## src/rtl/sandbox_channel_router.sv

```systemverilog
// Byte-framed router between a UART byte interface and CHANNELS independent DUT processes.
// Host frame = header (channel) + WIDTH_BYTES payload; reply = header + response, or a lone error byte.
module sandbox_channel_router #(
  parameter int CHANNELS     = 4,
  parameter int WIDTH_BYTES  = 6,
  parameter int GAP_TIMEOUT  = 120000,
  parameter int RESP_TIMEOUT = 12000000
) (
  input  logic                              masterClock,
  input  logic                              reset,
  input  logic [7:0]                        rxByte,
  input  logic                              rxValid,
  output logic [7:0]                        txByte,
  output logic                              txStart,
  input  logic                              txBusy,
  output logic [WIDTH_BYTES*8-1:0]          chInputData,
  output logic [CHANNELS-1:0]               chDataReceived,
  input  logic [CHANNELS-1:0]               chClearDR,
  input  logic [CHANNELS-1:0]               chTransmit,
  input  logic [CHANNELS*WIDTH_BYTES*8-1:0] chOutputData,
  output logic                              busy,
  output logic [7:0]                        errorCount,
  output logic [2:0]                        dbgState
);
  localparam int CH_BITS   = (CHANNELS > 1) ? $clog2(CHANNELS) : 1;
  localparam int DW        = WIDTH_BYTES * 8;
  localparam int GAP_BITS  = $clog2(GAP_TIMEOUT + 1);
  localparam int RESP_BITS = $clog2(RESP_TIMEOUT + 1);
  localparam int CNT_BITS  = $clog2(WIDTH_BYTES + 1);

  typedef enum logic [2:0] {
    S_IDLE, S_RX_PAYLOAD, S_WAIT_RESP, S_TX_HDR, S_TX_DATA, S_TX_WAIT
  } state_t;

  // Handshake: rxValid is a one-cycle byte strobe; txStart is issued only while txBusy is low,
  // and the next byte waits until txStart has retired and txBusy has fallen again.
  state_t               state_q, state_d;
  logic [7:0]           hdr_q, hdr_d;
  logic [DW-1:0]        rx_buf_q, rx_buf_d;
  logic [CNT_BITS-1:0]  rx_cnt_q, rx_cnt_d;
  logic [GAP_BITS-1:0]  gap_q, gap_d;
  logic [RESP_BITS-1:0] resp_cnt_q, resp_cnt_d;
  logic [DW-1:0]        resp_q, resp_d;
  logic [7:0]           reply_hdr_q, reply_hdr_d;
  logic [CNT_BITS-1:0]  tx_rem_q, tx_rem_d;
  logic [7:0]           tx_byte_q, tx_byte_d;
  logic                 tx_start_q, tx_start_d;
  logic [DW-1:0]        ch_in_q, ch_in_d;
  logic [CHANNELS-1:0]  ch_dr_q, ch_dr_d;
  logic [7:0]           err_cnt_q, err_cnt_d;

  logic [CH_BITS-1:0]   ch_sel;
  logic                 hdr_valid;
  logic [CHANNELS-1:0]  ch_onehot;
  logic                 err_event;

  assign ch_sel    = hdr_q[CH_BITS-1:0];
  assign hdr_valid = ~hdr_q[7] && (32'(hdr_q) < 32'(CHANNELS));
  assign ch_onehot = CHANNELS'(1) << ch_sel;

  always_comb begin
    state_d     = state_q;
    hdr_d       = hdr_q;
    rx_buf_d    = rx_buf_q;
    rx_cnt_d    = rx_cnt_q;
    gap_d       = gap_q;
    resp_cnt_d  = resp_cnt_q;
    resp_d      = resp_q;
    reply_hdr_d = reply_hdr_q;
    tx_rem_d    = tx_rem_q;
    tx_byte_d   = tx_byte_q;
    tx_start_d  = 1'b0;
    ch_in_d     = ch_in_q;
    ch_dr_d     = ch_dr_q & ~chClearDR;
    // A byte arriving while we are not parsing a frame is lost and counted.
    err_event   = rxValid && (state_q != S_IDLE) && (state_q != S_RX_PAYLOAD);

    unique case (state_q)
      S_IDLE: begin
        if (rxValid) begin
          hdr_d    = rxByte;
          rx_cnt_d = '0;
          gap_d    = '0;
          state_d  = S_RX_PAYLOAD;
        end
      end
      S_RX_PAYLOAD: begin
        if (rxValid) begin
          rx_buf_d[(WIDTH_BYTES - 1 - 32'(rx_cnt_q)) * 8 +: 8] = rxByte;
          rx_cnt_d = rx_cnt_q + 1'b1;
          gap_d    = '0;
          if (rx_cnt_q == CNT_BITS'(WIDTH_BYTES - 1)) begin
            if (hdr_valid) begin
              ch_in_d    = rx_buf_d;
              ch_dr_d    = ch_onehot;
              resp_cnt_d = '0;
              state_d    = S_WAIT_RESP;
            end else begin
              err_event   = 1'b1;
              reply_hdr_d = 8'hFF;
              tx_rem_d    = '0;
              state_d     = S_TX_HDR;
            end
          end
        end else if (gap_q >= GAP_BITS'(GAP_TIMEOUT)) begin
          err_event = 1'b1;
          state_d   = S_IDLE;
        end else begin
          gap_d = gap_q + 1'b1;
        end
      end
      S_WAIT_RESP: begin
        // A response in the timeout cycle still wins over the timeout.
        if (chTransmit[ch_sel]) begin
          resp_d      = chOutputData[32'(ch_sel) * DW +: DW];
          ch_dr_d     = '0;
          reply_hdr_d = hdr_q;
          tx_rem_d    = CNT_BITS'(WIDTH_BYTES);
          if (!txBusy) begin
            tx_start_d = 1'b1;
            tx_byte_d  = hdr_q;
            state_d    = S_TX_WAIT;
          end else begin
            state_d = S_TX_HDR;
          end
        end else if (resp_cnt_q >= RESP_BITS'(RESP_TIMEOUT)) begin
          ch_dr_d     = '0;
          err_event   = 1'b1;
          reply_hdr_d = 8'h80 | hdr_q;
          tx_rem_d    = '0;
          state_d     = S_TX_HDR;
        end else begin
          resp_cnt_d = resp_cnt_q + 1'b1;
        end
      end
      S_TX_HDR: begin
        if (!txBusy) begin
          tx_start_d = 1'b1;
          tx_byte_d  = reply_hdr_q;
          state_d    = S_TX_WAIT;
        end
      end
      S_TX_DATA: begin
        if (!txBusy) begin
          tx_start_d = 1'b1;
          tx_byte_d  = resp_q[DW-1 -: 8];
          resp_d     = resp_q << 8;
          tx_rem_d   = tx_rem_q - 1'b1;
          state_d    = S_TX_WAIT;
        end
      end
      S_TX_WAIT: begin
        // txBusy may still show the previous byte's low level while txStart is in flight.
        if (!tx_start_q && !txBusy) begin
          state_d = (tx_rem_q != '0) ? S_TX_DATA : S_IDLE;
        end
      end
      default: state_d = S_IDLE;
    endcase

    err_cnt_d = (err_event && (err_cnt_q != 8'hFF)) ? err_cnt_q + 1'b1 : err_cnt_q;
  end

  always_ff @(posedge masterClock or negedge reset) begin
    if (!reset) begin
      state_q     <= S_IDLE;
      hdr_q       <= '0;
      rx_buf_q    <= '0;
      rx_cnt_q    <= '0;
      gap_q       <= '0;
      resp_cnt_q  <= '0;
      resp_q      <= '0;
      reply_hdr_q <= '0;
      tx_rem_q    <= '0;
      tx_byte_q   <= '0;
      tx_start_q  <= 1'b0;
      ch_in_q     <= '0;
      ch_dr_q     <= '0;
      err_cnt_q   <= '0;
    end else begin
      state_q     <= state_d;
      hdr_q       <= hdr_d;
      rx_buf_q    <= rx_buf_d;
      rx_cnt_q    <= rx_cnt_d;
      gap_q       <= gap_d;
      resp_cnt_q  <= resp_cnt_d;
      resp_q      <= resp_d;
      reply_hdr_q <= reply_hdr_d;
      tx_rem_q    <= tx_rem_d;
      tx_byte_q   <= tx_byte_d;
      tx_start_q  <= tx_start_d;
      ch_in_q     <= ch_in_d;
      ch_dr_q     <= ch_dr_d;
      err_cnt_q   <= err_cnt_d;
    end
  end

  assign txByte         = tx_byte_q;
  assign txStart        = tx_start_q;
  assign chInputData    = ch_in_q;
  assign chDataReceived = ch_dr_q;
  assign busy           = (state_q != S_IDLE);
  assign errorCount     = err_cnt_q;
  assign dbgState       = state_q;
endmodule
```

## config.mk

```make
export PLATFORM = sky130hd
export DESIGN_NAME = sandbox_channel_router
export DESIGN_NICKNAME = d
export VERILOG_FILES = /design/src/rtl/sandbox_channel_router.sv
export SDC_FILE = /design/constraint.sdc
export NUM_CORES = 1
export LEC_CHECK = 0
export CORE_MARGIN = 1
export CORE_UTILIZATION = 47
export CTS_BUF_LIST = sky130_fd_sc_hd__clkbuf_4
export CTS_CLUSTER_DIAMETER = 30
export DETAILED_ROUTE_END_ITERATION = 6
export PLACE_DENSITY = 0.84
export REMOVE_ABC_BUFFERS = 1
export SLEW_MARGIN = 10
export SYNTH_ARGS = -nofsm -noshare
export SYNTH_HDL_FRONTEND = slang
export SYNTH_SLANG_ARGS = --single-unit
export TNS_END_PERCENT = 1
```

## constraint.sdc

```tcl
create_clock -name masterClock -period 2.9 [get_ports masterClock]
set_input_delay 0.29 -clock masterClock [delete_from_list [all_inputs] [get_ports masterClock]]
set_output_delay 0.29 -clock masterClock [all_outputs]
set_load 0.01 [all_outputs]
```

Word level (Yosys, flattened, before mapping)
Index checks and enable logic that the tools add are counted.
- output and inout port bits: 73
- logic and storage cells: 150
- register bits after elaboration: 231
- input port bits: 212
- equal/unequal tests: 25
- reduce and logical (&&, ||, !) cells: 27
- multiply operators: 1
- order comparisons: 4
- multiplexer cells: 65
- add/sub/neg operators: 7
- shift-type cells: 4
- bitwise logic cells: 3
- operator list (cell ; number):
    $shiftx 192x9->48 ; 1
    $mux 24 ; 5
    $mux 48 ; 2
    $pmux 48 s2 ; 1
    $mux 8 ; 9
    $mux 3 ; 18
    $mux 17 ; 3
    $bwmux 48 ; 1
    $pmux 24 s2 ; 1
    $shift 8x34->48 const A ; 1
    $shiftx 8x34->48 ; 1
    $neg 32->34 ; 1
    $pmux 17 s2 ; 1
    $ne 2x2->1 const B ; 13
    $add 24x1->24 const B ; 1
    $ge 24x24->1 const B ; 1
    $pmux 8 s3 ; 1
    $mux 4 ; 5
    $reduce_and 6->1 ; 3
    $add 17x1->17 const B ; 1
    $ge 17x17->1 const B ; 1
    $pmux 8 s2 ; 1
    $pmux 3 s5 ; 1
    $ne 3x3->1 const B ; 4
    32 further kinds ; 59

Logic depth before layout (Yosys ltp)
Gate-level depths: netlist (run 1).
- depth after elaboration: 8
- depth in mapped cells: 12
- depth with buffers taken out: 11

Least setup slack after synthesis (run 1)
OpenSTA, ideal clock, no wires.
- path type: register to register
- from: reg rx_cnt_q[1]
- to: reg rx_buf_q[0]
- clock period less this slack: 2994 ps
- arrival: 2867 ps
- buffers on the path: 1
- setup slack: -94 ps
- required time: 2772 ps
- setup time: 128 ps
- cell stages (with the launch flop): 12
- cells stage by stage: dfrtp_1 > inv_1 > ha_1 > inv_1 > fa_1 > nor4bb_1 > o21ai_1 > or2_1 > or4b_1 > buf_4 > nor2_4 > mux2_1
- word-level cells in the longest chain between the ends: 4
- elaborated cells on any way between the ends: 5
- those cells by class: add/sub (2); shift (2); mux (1)
- RTL lines (what ; RTL line ; source):
    from (decl) ; 40 ; logic [CNT_BITS-1:0] rx_cnt_q, rx_cnt_d;
    from (signal assigned) ; 184 ; rx_cnt_q <= rx_cnt_d;
    $sub 3x3->4 * ; 89 ; rx_buf_d[(WIDTH_BYTES - 1 - 32'(rx_cnt_q)) * 8 +: 8] = rxByte;
    $neg 32->34 * ; 89 ;
    $shiftx 8x34->48 / $shift 8x34->48 (equally long branches) ; 89 ;
    $bwmux 48 * ; 89 ;
    to (signal assigned) ; 183 ; rx_buf_q <= rx_buf_d;
    to (decl) ; 39 ; logic [DW-1:0] rx_buf_q, rx_buf_d;
Mark *: on every way between the ends. The rest lies on a longest branch, timed or not.
A chain may end at the register's enable or synchronous reset.

Worst setup path in the final report (run 1)
- from: reg rx_cnt_q[1]
- to: reg rx_buf_q[7]
The elaborated chain is that of the path after synthesis.

==> results.py, run 1 <==
metrics = {
    "run_status": {
        "status": "finished with violations",
        "failed_checks": "negative setup slack",
    },
    "cts": {
        "cts_made_buffers": 66,
        "root_buffer": "clkbuf_4",
        "clockBufferDepth": 3,
        "clk_pin_slew_ns": 0.06,
        "htree_levels": 3,
        "clk_latency_ns": 0.67,
        "cts_tree": "yes",
        "clock-sinks": 231,
    },
    "routing": {
        "dr.pass1.iters": 5,
        "wl_per_cell_um": 18.13,
        "first_iter_violations": 685,
        "vias_per_cell": 5.473,
        "drtAntennaViolNets": 0,
        "vias": 9934,
        "routed_wirelength_um": 32910,
        "drc_errors": 0,
    },
    "yosys": {
        "synth_top_area_share_pct": 47.69,
        "synth_edf_count": 0,
        "synth-seq-area-share_pct": 47.69,
        "yosys_warnings": 0,
        "syn_area_um2": 12120,
        "ys_ff_latch": 231,
        "async_reset_ff_share_pct": 100.0,
        "synth_top_area_cell": "dfrtp_1",
        "synth_cell_type_count": 64,
        "avgSynthCellArea_um2": 10.96,
        "syn_inst": 1106,
        "ys_top_cells_by_area": "dfrtp_1 48%, mux4_2 9.1%, mux2i_1 7.3%, mux2_2 4.8%, o21ai_0 4.5%",
        "ys.flop_type": "dfrtp_1",
    },
    "global_routing": {
        "antenna_found_initial": 6,
        "use_met3_pct": 5.322,
        "busiest_layer": "met2",
        "grt_max_degree": 81,
        "grt_overflow": 0,
        "grtUsageMet2_pct": 45.26,
        "grt_pass1_vias": 10270,
        "grt_usage_pct": 25.60,
        "grt_pass1_wl_um": 52410,
        "use_met1_pct": 28.75,
    },
    "power": {
        "vdd.ir_drop.worst_mv": 0.6165,
        "p_leak_nw": 7.048,
        "powerDensity_nw_per_um2": 792.5,
        "finalPower_mw": 13.04,
    },
    "timing": {
        "worst_slew_pin_slew_ns": 1.210,
        "final.setup.worst_slack_ns": -0.09004,
        "post-route-min-period_ns": 2.990,
        "fin_crit_sh_pct": 103.1,
        "fmax_mhz": 334.4,
        "finClkSkew_ns": 0.04944,
        "finalMaxSlewViolations": 0,
        "setup_viol": 17,
        "slew_headroom_pct": 19.31,
        "timing_hold_violations_final": 0,
        "grt_setup_unrepaired": "true",
    },
    "floorplan": {
        "initial_core_util_pct": 48.00,
        "die_x_um": 162.6,
        "dieArea_um2": 26440,
        "fp.dieH_um": 162.6,
        "io_pins": 285,
        "rows": 58,
        "design.core.area_um2": 25250,
    },
    "finish": {
        "final_nets": 1673,
        "multiInputGateArea_um2": 6113,
        "ff_latch_area_um2": 5786,
        "drive_above_1_share_pct": 20.28,
        "n_fill_cell": 1930,
        "final_core_util_pct": 65.16,
        "syn_to_final_growth_pct": 35.74,
    },
    "place": {
        "gp_congestion": 0.8366,
        "pre_cts_slack_ns": -0.1319,
        "portBuffers": 284,
        "hpwlAfterDp_um": 24140,
    },
    "worst_setup_path": {
        "startpoint": "rx_cnt_q[1]",
        "critical_path_class": "flip-flop to flip-flop",
        "reg2reg_from": "rx_cnt_q[1]",
        "arrival_ns": 3.50,
        "crit_path_end_kind": "flip-flop",
        "worstPathMaxFanout": 8,
        "worstPathRequired_ns": 3.41,
        "start_kind": "flip-flop",
    },
    "worst_hold_path": {
        "min_path_type": "input port to async pin",
    },
    "job": {
        "cap_violations": 0,
    },
}
[cells in the mapped netlist (all sizes together) (9+ instances only)]
cell type,n
a31oi,15
nand2,145
nor2,85
xnor2,31
a22oi,9
nand3,27
mux2,62
and3,9
clkbuf,43
mux4,49
o21ai,111
inv,21
and2,17
ha,15
nand4,11
nor4,17
a21oi,17
mux2i,89
dfrtp,231
buf,21
nor3,25
[sequential cells by signal, indices dropped and copies added (netlist names), 4 cells and up]
| register | cells |
|---|---|
| errorCount | 8 |
| chInputData | 48 |
| rx_buf_q | 48 |
| hdr_q | 8 |
| txByte | 8 |
| resp_cnt_q | 24 |
| resp_q | 48 |
| gap_q | 17 |
| reply_hdr_q | 8 |
| chDataReceived | 4 |
[layout by cell type (no fill, tap or decap), types with 10 or more instances in the layout]
master / Yosys / final
a31oi_1: 15 / 15
clkdlybuf4s50_1: 0 / 283
mux2_2: 52 / 52
mux4_2: 49 / 49
ha_1: 15 / 12
nor3_1: 24 / 23
dfrtp_1: 231 / 229
nand2_1: 145 / 144
inv_1: 21 / 17
xnor2_1: 31 / 31
nand4_1: 10 / 10
o21ai_0: 109 / 108
nand3_1: 27 / 27
mux2i_1: 89 / 89
clkbuf_4: 0 / 87
buf_4: 1 / 43
a21oi_1: 17 / 17
nor2_1: 81 / 80
[worst max-delay path, stage by stage (launching register included)]
cell and delay (ns):
dfrtp_1 0.38, buf_4 0.14, ha_1 0.22, inv_2 0.09, ha_2 0.21, nor4bb_2 0.34
o21ai_1 0.15, or2_1 0.26, or4b_4 0.53, nor2_4 0.12, buf_12 0.14, mux2_4 0.31
[metal layers]
metal / up-vias / share of wire [%]
li1: 4669 / -
met4: 0 / 5.0
met2: 358 / 52
met3: 87 / 5.4
met1: 4820 / 38
met5: - / 0
[area by class of cell]
cell class | instances | share of cell area [%]
clock inverter | 15 | 0.5627
timing repair buffer | 335 | 20.07
tap | 330 | 2.509
inverter | 21 | 0.4791
multi-input combinational | 790 | 37.15
sequential | 231 | 35.16
antenna | 6 | 0.09125
clock buffer | 87 | 3.969
[final timing paths]
| kind | end | slack (ns) | cells after the start |
|---|---|---|---|
| max reg2reg | rx_buf_q[7] | -0.09 | 11 |
| max in group asynchronous | chInputData[27] | 1.85 | 3 |
| min | chInputData[9] | 0.19 | 2 |
| min in group masterClock | chDataReceived[2] | 0.21 | 2 |
| min reg2reg | resp_q[21] | 0.48 | 2 |
| max | rx_buf_q[7] | -0.09 | 11 |
[what timing repair did]
action                     4_1_cts  5_1_grt
hold endpoints to repair        68        0
hold buffers                     1        0
pin swaps                        4        6
buffers inserted                 2        1
gates resized for setup          8       18
setup endpoints to repair       11       47
[where the power goes]
| group | internal, mW | switching [mW] |
|---|---|---|
| Sequential | 4.09 | 0.625 |
| Clock | 1.47 | 1.29 |
| Combinational | 2.83 | 2.73 |
| Total | 8.39 | 4.65 |
[per-stage QoR]
| stage | cell area, µm² | cells | setup TNS [ns] | hold WS [ns] |
|---|---|---|---|---|
| after floorplan | 11850 | 1042 | -311.31 | -0.005591 |
| after global placement | 15550 | 1703 | -0.1658 | 0.2986 |
| after detailed placement | 15550 | 1703 | -1.070 | 0.3002 |
| after CTS | 16360 | 1808 | -0.3544 | 0.1620 |
| after global routing | 16450 | 1815 | -4.102 | 0.1881 |
| final | 16450 | 1815 | -0.7144 | 0.1881 |
[logic make-up (layout without fill, tap and decap cells)]
family | count (synthesis) | after routing | share of synthesized area (%)
buffers and inverters | 85 | 458 | 2.870
adder cells (fa/ha/maj) | 16 | 16 | 1.713
XOR/XNOR | 35 | 35 | 2.529
multiplexers | 200 | 200 | 22.21
AO/OA/AOI/OAI | 166 | 166 | 7.783
other | 0 | 6 | 0
flip-flops | 231 | 231 | 47.69
AND/OR/NAND/NOR | 373 | 373 | 15.20
(Power assumes the default switching activity.)
==> run 2, diff against run 1 <==
--- a/config.mk
+++ b/config.mk
@@ -5,6 +5,7 @@
 export SDC_FILE = /design/constraint.sdc
 export NUM_CORES = 1
 export LEC_CHECK = 0
+export CAP_MARGIN = 20
 export CORE_MARGIN = 1
 export CORE_UTILIZATION = 47
 export CTS_BUF_LIST = sky130_fd_sc_hd__clkbuf_4
==> run 2 against run 1 <==
Net effect:
- the flow still finishes with violations (negative setup slack)
- register-to-register slack barely moved
- cell area is essentially flat
- via count is 0.29% higher
- worst hold slack better by 0.0035 ns
- final cell count is essentially flat
- global-route usage unchanged
- clock skew about the same
- critical path type unchanged
- largest cell class unchanged
- largest power group unchanged
- highest routed layer unchanged
==> results.py, run 2 (synthesis results as in run 1) <==
metrics = {
    "run_status": {
        "status": "finished with violations",
        "failed_checks": "negative setup slack",
    },
    "timing": {
        "setup_tns_ns": -0.7068,
        "setup_viol": 16,
        "fin_crit_sh_pct": 103.2,
        "fmax_mhz": 334.2,
        "grt_setup_unrepaired": "true",
        "worst_slew_pin_slew_ns": 0.7221,
        "slew_headroom_pct": 51.86,
        "finClkSkew_ns": 0.04941,
        "finalMaxSlewViolations": 0,
        "final.setup.worst_slack_ns": -0.09204,
        "post-route-min-period_ns": 2.992,
        "timing_hold_violations_final": 0,
    },
    "worst_setup_path": {
        "worstPathRequired_ns": 3.41,
        "reg2reg_depth": 11,
        "startpoint": "rx_cnt_q[1]",
        "critical_path_class": "flip-flop to flip-flop",
        "path_cells": "buf_4 -> ha_1 -> inv_2 -> ha_2 -> nor4bb_2 -> o21ai_1 -> or2_1 -> or4b_4 -> nor2_4 -> buf_12 -> mux2_4",
        "arrival_ns": 3.50,
        "worstPathMaxFanout": 8,
        "reg2reg_to": "rx_buf_q[7]",
        "path_buf_inv": 3,
        "slowest_stage": "or4b_4",
        "worst_path_dominant_cell_family": "simple AND/OR/NAND/NOR gates",
        "crit_path_end_kind": "flip-flop",
        "cp_slowest_stage_delay_ns": 0.53,
        "reg2reg_from": "rx_cnt_q[1]",
        "reg2reg_slack_ns": -0.09,
        "start_kind": "flip-flop",
    },
    "cts": {
        "cts_tree": "yes",
        "cts_made_buffers": 66,
        "clockBufferDepth": 3,
        "htree_levels": 3,
        "clk_pin_slew_ns": 0.06,
        "root_buffer": "clkbuf_4",
        "clock-sinks": 231,
        "clk_latency_ns": 0.67,
    },
    "routing": {
        "drtAntennaViolNets": 0,
        "drc_errors": 0,
        "wl_per_cell_um": 18.14,
        "first_iter_violations": 654,
        "vias_per_cell": 5.486,
        "dr.pass1.iters": 5,
        "routed_wirelength_um": 32940,
        "vias": 9963,
    },
    "floorplan": {
        "design.core.area_um2": 25250,
        "fp.dieH_um": 162.6,
        "die_x_um": 162.6,
        "initial_core_util_pct": 48.00,
        "dieArea_um2": 26440,
        "rows": 58,
        "io_pins": 285,
    },
    "finish": {
        "n_fill_cell": 1928,
        "syn_to_final_growth_pct": 35.81,
        "layout_commonest_cell": "clkdlybuf4s50_1",
        "final_nets": 1674,
        "final_area_um2": 16460,
        "drive_above_1_share_pct": 20.34,
        "final_cell_mix": "283 x clkdlybuf4s50_1, 229 x dfrtp_1, 144 x nand2_1, 108 x o21ai_0, 89 x mux2i_1",
    },
    "global_routing": {
        "grt_pass1_vias": 10270,
        "antenna_found_initial": 6,
        "grt_pass1_wl_um": 52410,
        "grt_max_degree": 81,
        "grt_usage_pct": 25.60,
        "grt_overflow": 0,
    },
    "worst_hold_path": {
        "min_path_type": "input port to async pin",
    },
    "place": {
        "hpwlAfterDp_um": 24140,
        "gp_congestion": 0.8366,
        "portBuffers": 284,
        "place_area_um2": 15550,
    },
    "power": {
        "powerDensity_nw_per_um2": 792.4,
        "p_leak_nw": 7.053,
        "vdd.ir_drop.worst_mv": 0.6160,
    },
    "job": {
        "cap_violations": 0,
    },
}
==> run 2: repair_timing <==
action,in CTS,in global routing
hold buffers,1,0
setup endpoints to repair,11,47
pin swaps,4,6
resized for setup,8,18
setup buffers,2,1
hold endpoints to repair,68,0
==> run 2: layout make-up <==
| cell class | instances | area [µm²] | share of cell area, % |
|---|---|---|---|
| sequential | 231 | 5786 | 35.14 |
| clock inverter | 15 | 92.59 | 0.5624 |
| clock buffer | 87 | 653.1 | 3.967 |
| timing repair buffer | 336 | 3311 | 20.11 |
| tap | 330 | 412.9 | 2.508 |
| inverter | 21 | 78.83 | 0.4788 |
| antenna | 6 | 15.01 | 0.09121 |
| multi-input combinational | 790 | 6113 | 37.14 |
==> run 2: metrics by stage <==
stage	power, mW	worst slack, ns	util, %	std cells	hold WS [ns]
6_report	13.04	-0.09204	65.19	1816	0.1916
5_1_grt	13.93	-0.1725	65.19	1816	0.1881
4_1_cts	13.04	-0.05476	64.77	1808	0.1620
3_5_place_dp	10.19	-0.1319	61.56	1703	0.3002
3_3_place_gp	9.988	-0.02099	61.56	1703	0.2986
2_1_floorplan	8.246	-4.773	-	1042	-0.005591
==> run 2: metal layers <==
| layer | up-vias | GRT usage, % | routed length (µm) |
|---|---|---|---|
| li1 | 4677 | - | - |
| met2 | 383 | 45.26 | 17130 |
| met4 | 0 | 14.27 | 1636 |
| met5 | - | 0 | 0 |
| met3 | 88 | 5.322 | 1932 |
| met1 | 4815 | 28.75 | 12240 |
==> run 2: report_power, final <==
group | internal, mW | switching, mW
combinational | 2.83 | 2.73
sequential | 4.09 | 0.626
clock | 1.47 | 1.29
==> run 2: how the worst max path moves through the flow <==
stage | end | slack, ns | cells after the start
global placement | rx_buf_q[5] | -0.02 | 10
detailed placement | rx_buf_q[6] | -0.13 | 10
floorplan | txByte[0] | -4.77 | 4
CTS | rx_buf_q[3] | -0.05 | 11
global route | rx_buf_q[7] | -0.17 | 11
finish | rx_buf_q[7] | -0.09 | 11
==> run 2: worst reg2reg max path, delay by kind of cell, from the launching register on <==
family                   cells  cell delay (ns)
AND/OR/NAND/NOR              4             1.25
AO/OA/AOI/OAI                1             0.15
buffers and inverters        3             0.38
adder cells (fa/ha/maj)      2             0.43
multiplexers                 1             0.31
flip-flops                   1             0.38
